==> config.mk <==
export PLATFORM = sky130hd
export DESIGN_NAME = cla_pipe_addsub
export DESIGN_NICKNAME = d
export VERILOG_FILES = /design/src/rtl/cla_pipe_addsub.sv
export SDC_FILE = /design/constraint.sdc
export NUM_CORES = 1
export LEC_CHECK = 0
export BUFFER_PORTS_ARGS = -buffer_cell sky130_fd_sc_hd__buf_2
export CAP_MARGIN = 20
export CORE_UTILIZATION = 45
export CTS_CLUSTER_DIAMETER = 80
export DETAILED_ROUTE_END_ITERATION = 10
export GPL_TIMING_DRIVEN = 1
export PLACE_DENSITY = 0.7
export SYNTH_ARGS = -nofsm -noshare
export SYNTH_HDL_FRONTEND = slang
export SYNTH_SLANG_ARGS = --single-unit
==> constraint.sdc <==
create_clock -name clk -period 3.35 [get_ports clk]
set_input_delay 0.335 -clock clk [delete_from_list [all_inputs] [get_ports clk]]
set_output_delay 0.335 -clock clk [all_outputs]
set_load 0.02 [all_outputs]
==> src/rtl/cla_pipe_addsub.sv <==
// cla_pipe_addsub: pipelined carry-lookahead adder/subtractor.
// The WIDTH-bit add is cut into 4-bit lookahead blocks. Each pipeline stage
// resolves BPS consecutive blocks with a block-level lookahead carry unit and
// passes its carry, partial sum and the still-unprocessed operand bits to the
// next stage. Both sides use valid/ready; bubbles collapse and a stalled stage
// holds its contents.
// Legal parameters: WIDTH % 4 == 0, 1 <= STAGES <= WIDTH/4, (WIDTH/4) % STAGES == 0.
module cla_pipe_addsub #(
   parameter int WIDTH  = 16,
   parameter int STAGES = 2
) (
   input  logic             clk,
   input  logic             rst,
   input  logic             in_valid,
   output logic             in_ready,
   input  logic [WIDTH-1:0] a,
   input  logic [WIDTH-1:0] b,
   input  logic             cin,
   input  logic             sub,
   output logic             out_valid,
   input  logic             out_ready,
   output logic [WIDTH-1:0] sum,
   output logic             cout,
   output logic             ovf
);

   localparam int NB  = WIDTH / 4;          // number of 4-bit lookahead blocks
   localparam int BPS = NB / STAGES;        // blocks resolved per stage
   localparam int SW  = 4 * BPS;            // bits resolved per stage
   localparam int OS  = (STAGES > 1) ? STAGES - 1 : 1;  // stages that forward operands

   // Result of one stage's slice of the addition.
   typedef struct packed {
      logic [WIDTH-1:0] sum;   // incoming partial sum with this stage's bits filled in
      logic             cout;  // carry out of the stage's top block
      logic             cmsb;  // carry into the top bit of the stage's top block
   } stage_res_t;

   // Resolve blocks starting at bit 'lo': block P/G terms, a lookahead unit
   // across the blocks of the stage, then bit-level lookahead inside each block.
   function automatic stage_res_t stage_calc(
      input logic [WIDTH-1:0] av,
      input logic [WIDTH-1:0] bv,
      input logic [WIDTH-1:0] acc,
      input logic             c0,
      input int               lo
   );
      stage_res_t     r;
      logic [3:0]     p;
      logic [3:0]     g;
      logic [3:0]     c;
      logic [BPS-1:0] bp;
      logic [BPS-1:0] bg;
      logic [BPS:0]   bc;
      logic           t;
      r.sum  = acc;
      r.cout = 1'b0;
      r.cmsb = 1'b0;
      // Block propagate / generate.
      for (int j = 0; j < BPS; j++) begin
         p     = av[lo + 4*j +: 4] ^ bv[lo + 4*j +: 4];
         g     = av[lo + 4*j +: 4] & bv[lo + 4*j +: 4];
         bp[j] = &p;
         bg[j] = g[3] | (p[3] & g[2]) | (p[3] & p[2] & g[1]) | (p[3] & p[2] & p[1] & g[0]);
      end
      // Lookahead carry unit: every block carry-in in sum-of-products form.
      bc    = '0;
      bc[0] = c0;
      for (int j = 1; j <= BPS; j++) begin
         t = c0;
         for (int k = 0; k < j; k++) t = t & bp[k];
         bc[j] = t;
         for (int i = 0; i < j; i++) begin
            t = bg[i];
            for (int k = i + 1; k < j; k++) t = t & bp[k];
            bc[j] = bc[j] | t;
         end
      end
      // Bit carries and sum bits inside each block.
      for (int j = 0; j < BPS; j++) begin
         p    = av[lo + 4*j +: 4] ^ bv[lo + 4*j +: 4];
         g    = av[lo + 4*j +: 4] & bv[lo + 4*j +: 4];
         c[0] = bc[j];
         c[1] = g[0] | (p[0] & c[0]);
         c[2] = g[1] | (p[1] & g[0]) | (p[1] & p[0] & c[0]);
         c[3] = g[2] | (p[2] & g[1]) | (p[2] & p[1] & g[0]) | (p[2] & p[1] & p[0] & c[0]);
         r.sum[lo + 4*j +: 4] = p ^ c;
         if (j == BPS - 1) r.cmsb = c[3];
      end
      r.cout = bc[BPS];
      return r;
   endfunction

   // Pipeline state.
   logic [STAGES-1:0] v_q;              // stage holds a beat
   logic [STAGES-1:0] c_q;              // carry out of the stage's top block
   logic [WIDTH-1:0]  sum_q [STAGES];   // partial sum accumulated so far
   logic [WIDTH-1:0]  a_q   [OS];       // operand A forwarded to the next stage
   logic [WIDTH-1:0]  b_q   [OS];       // operand B' (already inverted for sub)
   logic              cmsb_q;           // carry into the MSB, for overflow

   // Stage inputs and results.
   logic [WIDTH-1:0]  st_a   [STAGES];
   logic [WIDTH-1:0]  st_b   [STAGES];
   logic [WIDTH-1:0]  st_acc [STAGES];
   logic [STAGES-1:0] st_c;
   logic [STAGES-1:0] st_v;
   stage_res_t        res    [STAGES];
   logic [STAGES:0]   rdy;              // rdy[s]: stage s may load this cycle

   // Stage input selection and per-stage arithmetic.
   for (genvar s = 0; s < STAGES; s++) begin : g_stage
      if (s == 0) begin : g_first
         assign st_a[s]   = a;
         assign st_b[s]   = sub ? ~b : b;
         assign st_acc[s] = '0;
         assign st_c[s]   = sub ? 1'b1 : cin;
         assign st_v[s]   = in_valid;
      end else begin : g_next
         assign st_a[s]   = a_q[s-1];
         assign st_b[s]   = b_q[s-1];
         assign st_acc[s] = sum_q[s-1];
         assign st_c[s]   = c_q[s-1];
         assign st_v[s]   = v_q[s-1];
      end
      assign res[s] = stage_calc(st_a[s], st_b[s], st_acc[s], st_c[s], s * SW);
   end

   // Stall chain: a stage can load when empty or when its successor can load.
   always_comb begin
      // NOTE: assign every bit a default first so no path leaves rdy unassigned (no latch).
      rdy         = '0;
      rdy[STAGES] = out_ready;
      for (int s = STAGES - 1; s >= 0; s--) rdy[s] = ~v_q[s] | rdy[s+1];
   end

   assign in_ready = rdy[0] & ~rst;

   // Pipeline registers: advance each stage that can load, hold otherwise.
   always_ff @(posedge clk) begin
      if (rst) begin
         // NOTE: only valid bits and the output-facing registers need reset; the
         // datapath registers are qualified by valid and keep their contents.
         v_q                <= '0;
         c_q                <= '0;
         cmsb_q             <= 1'b0;
         sum_q[STAGES-1]    <= '0;
      end else begin
         // NOTE: non-blocking updates so every stage samples the pre-edge state of its predecessor.
         for (int s = 0; s < STAGES; s++) begin
            if (rdy[s]) begin
               v_q[s] <= st_v[s];
               if (st_v[s]) begin
                  sum_q[s] <= res[s].sum;
                  c_q[s]   <= res[s].cout;
               end
            end
         end
         for (int s = 0; s < STAGES - 1; s++) begin
            if (rdy[s] && st_v[s]) begin
               a_q[s] <= st_a[s];
               b_q[s] <= st_b[s];
            end
         end
         if (rdy[STAGES-1] && st_v[STAGES-1]) cmsb_q <= res[STAGES-1].cmsb;
      end
   end

   assign out_valid = v_q[STAGES-1];
   assign sum       = sum_q[STAGES-1];
   assign cout      = c_q[STAGES-1];
   assign ovf       = c_q[STAGES-1] ^ cmsb_q;

endmodule

==> metrics.csv <==
stage;metric;value;unit
run_status;status;finished, final reports clean;
sta;tns;0;ps
sta;fmax;0.428;GHz
final_layout;drive_above_1_share;29.2;%
drt;wirelength;3620;um
yosys;async_flop_share;0;%
clocking;cts_hold_buf;0;
power;power.density;444;nW/um^2
worst_setup_path;criticalPathCategory;register to register;
worst_setup_path;path_delay_family;adder cells;
clocking;cts_buffer_depth;2;
sta;tightest_slew;683;ps
clocking;root_buffer;clkbuf_8;
yosys;ys_types;40;
drt;final_antenna_net_count;0;
yosys;synth_edf_count;40;
floorplanning;coreArea;4880;um^2
grt;grt_max_degree;21;
power;power.total;0.00124;W
final_layout;areaGrowthSynthToFinish;18.6;%
yosys;synth_top_area_share;51.0;%
clocking;insertion_delay;290;ps
clocking;cts_tree;yes;
worst_setup_path;worstPathRequired;3390;ps
yosys;ys.warnings.count;0;
sta;rsz0062_at_grt;false;
hold_path;hp-class;input port to register;
floorplanning;core.rowCount;25;
sta;layout_min_cycle_time;2340;ps
placed_design;dpl.hpwl;2910;um
worst_setup_path;r2r_cells;7;
drt;via_count;1461;
worst_setup_path;crit_arrival;2380;ps
grt;grt_pass1_vias;1313;
worst_setup_path;r2r_start;b_q[0][10];
placed_design;numPortBuffers;57;
worst_setup_path;path_buf_inv;0;
floorplanning;ios;58;
clocking;post_cts_buffers;0;
worst_setup_path;slowest_delay;400;ps
worst_setup_path;crit_chain;ha_1 > and3_1 > a22o_1 > or2_1 > fa_1 > xnor2_1 > nor2_1;
sta;maxSlewHeadroom;54.3;%
sta;fin_worst_skew;4.93;ps
yosys;ys.flop_type;edfxtp_1;
worst_setup_path;ff2ff_setup_slack;1010;ps
floorplanning;start_util;48.3;%
yosys;synth-seq-cells;45;
worst_setup_path;critPathMaxFanout;5;
yosys;synthCells;181;
drt;firstDrtPassIters;4;
grt;antenna_found_initial;0;
sta;holdWs;213;ps
yosys;synthTopCellsByArea;edfxtp_1 (51%), ha_1 (8.5%), xor2_1 (7.4%);
worst_setup_path;crit_path_start;b_q[0][10];
yosys;synth.largest_area_cell;edfxtp_1;
final_layout;fin_nets;300;
clocking;clkTransAtPathRegs;80;ps
sta;slew_violations;0;
worst_setup_path;end_kind;register;
floorplanning;die_h;74.3;um
power;peakVddDrop;266;uV
drt;drc;0;
drt;first_iter_violations;60;
final_layout;num_antenna_cells;0;
yosys;synth-seq-area-share;55.3;%
final_layout;final_util;57.2;%
job;max_cap_viol_count;0;
clocking;cts_made_buffers;5;
yosys;yosys.cell_count.top_type;edfxtp_1;
worst_setup_path;cp.depth;7;
placed_design;pre_cts_ws;768;ps
clocking;clock_sinks;45;
grt;grt_pass1_wl;5940;um
floorplanning;die_w;74.3;um
clocking;cts_max_level;2;
floorplanning;die_area;5530;um^2
yosys;synth_area;2350;um^2
sta;setup-violations-final;0;
grt;grt_usage;14.7;%
drt;viasPerCell;4.71;
worst_setup_path;worstSetupEndpoint;sum_q[1][13];
power;p_leak;1.22;nW
clocking;cts_resized;0;
yosys;synth_top_cells_by_count;edfxtp_1 (40), xor2_1 (20), ha_1 (16);
sta;fin_crit_sh;69.8;%
sta;timing.final.ws_setup;1010;ps
worst_setup_path;slowest_stage;fa_1;
drt;post_drt_wl_per_cell;11.7;um
yosys;syn_avg_cell_area;13.0;um^2
yosys;syn-num-nets;239;
hold_path;hold_start;a[13];
grt;grt_overflow;0;
placed_design;gp_congestion;0.806;
worst_setup_path;reg2reg_to;sum_q[1][13];
sta;hold_viol;0;
worst_setup_path;startpoint_type;register;
power by group:
group | leakage, nW | internal (W) | switching [W]
clock | 0.0450 | 0.000144 | 0.000167
sequential | 0.437 | 0.000663 | 0.0000130
combinational | 0.740 | 0.000109 | 0.000143
stage by stage:
step                instance area [um^2]  instances
CTS                                 2790        310
global placement                    2710        302
global route                        2790        310
finish                              2790        310
detailed placement                  2710        302
floorplan                           2350        181
kinds of logic after synthesis:
group | count (synthesis) | share of synthesized area (%)
buffers and inverters | 15 | 2.76
adder cells (fa/ha/maj) | 20 | 11.9
multiplexers | 1 | 0.425
AND/OR/NAND/NOR | 47 | 11.2
XOR/XNOR | 26 | 9.67
AO/OA/AOI/OAI | 27 | 8.82
flip-flops | 45 | 55.3
area by class of cell:
class / count / area, um^2
clock inverters: 2 / 10.0
repair buffers: 58 / 293
fillers: 432 / 2090
multi-input cells: 121 / 991
well taps: 67 / 83.8
flip-flops and latches: 45 / 1300
clock buffers: 6 / 72.6
inverters: 11 / 41.3
how the worst min path moves through the flow:
stage                       to  slack [ps]  cells past startpoint
CTS                 a_q[0][10]         200                      1
finish              a_q[0][13]         210                      1
detailed placement      cmsb_q         460                      2
global placement        cmsb_q         460                      2
floorplan           a_q[0][10]         430                      0
global route        a_q[0][10]         200                      1
flip-flops by register name, summed over array words and instances (netlist names):
register and cells:
sum_q 24, a_q 8, b_q 8, c_q 2, v_q 2, cmsb_q 1
cell usage in the layout, fill, tap and decap left out, types with 5 or more instances in the layout:
master,instances
dfxtp_1,5
a21oi_1,9
and2_1,9
clkbuf_8,5
xnor2_1,6
inv_1,11
edfxtp_1,40
buf_2,57
nor2_1,8
ha_1,16
xor2_1,20
nand2_1,6
per-layer routing:
metal	part of all wire, %	track usage [%]
met5	0	0
met3	4.4	3.25
met4	2.4	6.92
met2	44	22.3
met1	50	20.1
worst reg2reg max path, stage by stage (launching register included):
cell and delay [ps]:
edfxtp_1 370, ha_1 360, and3_1 200, a22o_1 280
or2_1 250, fa_1 400, xnor2_1 170, nor2_1 50
No activity file was read; power rests on OpenSTA's default activity.
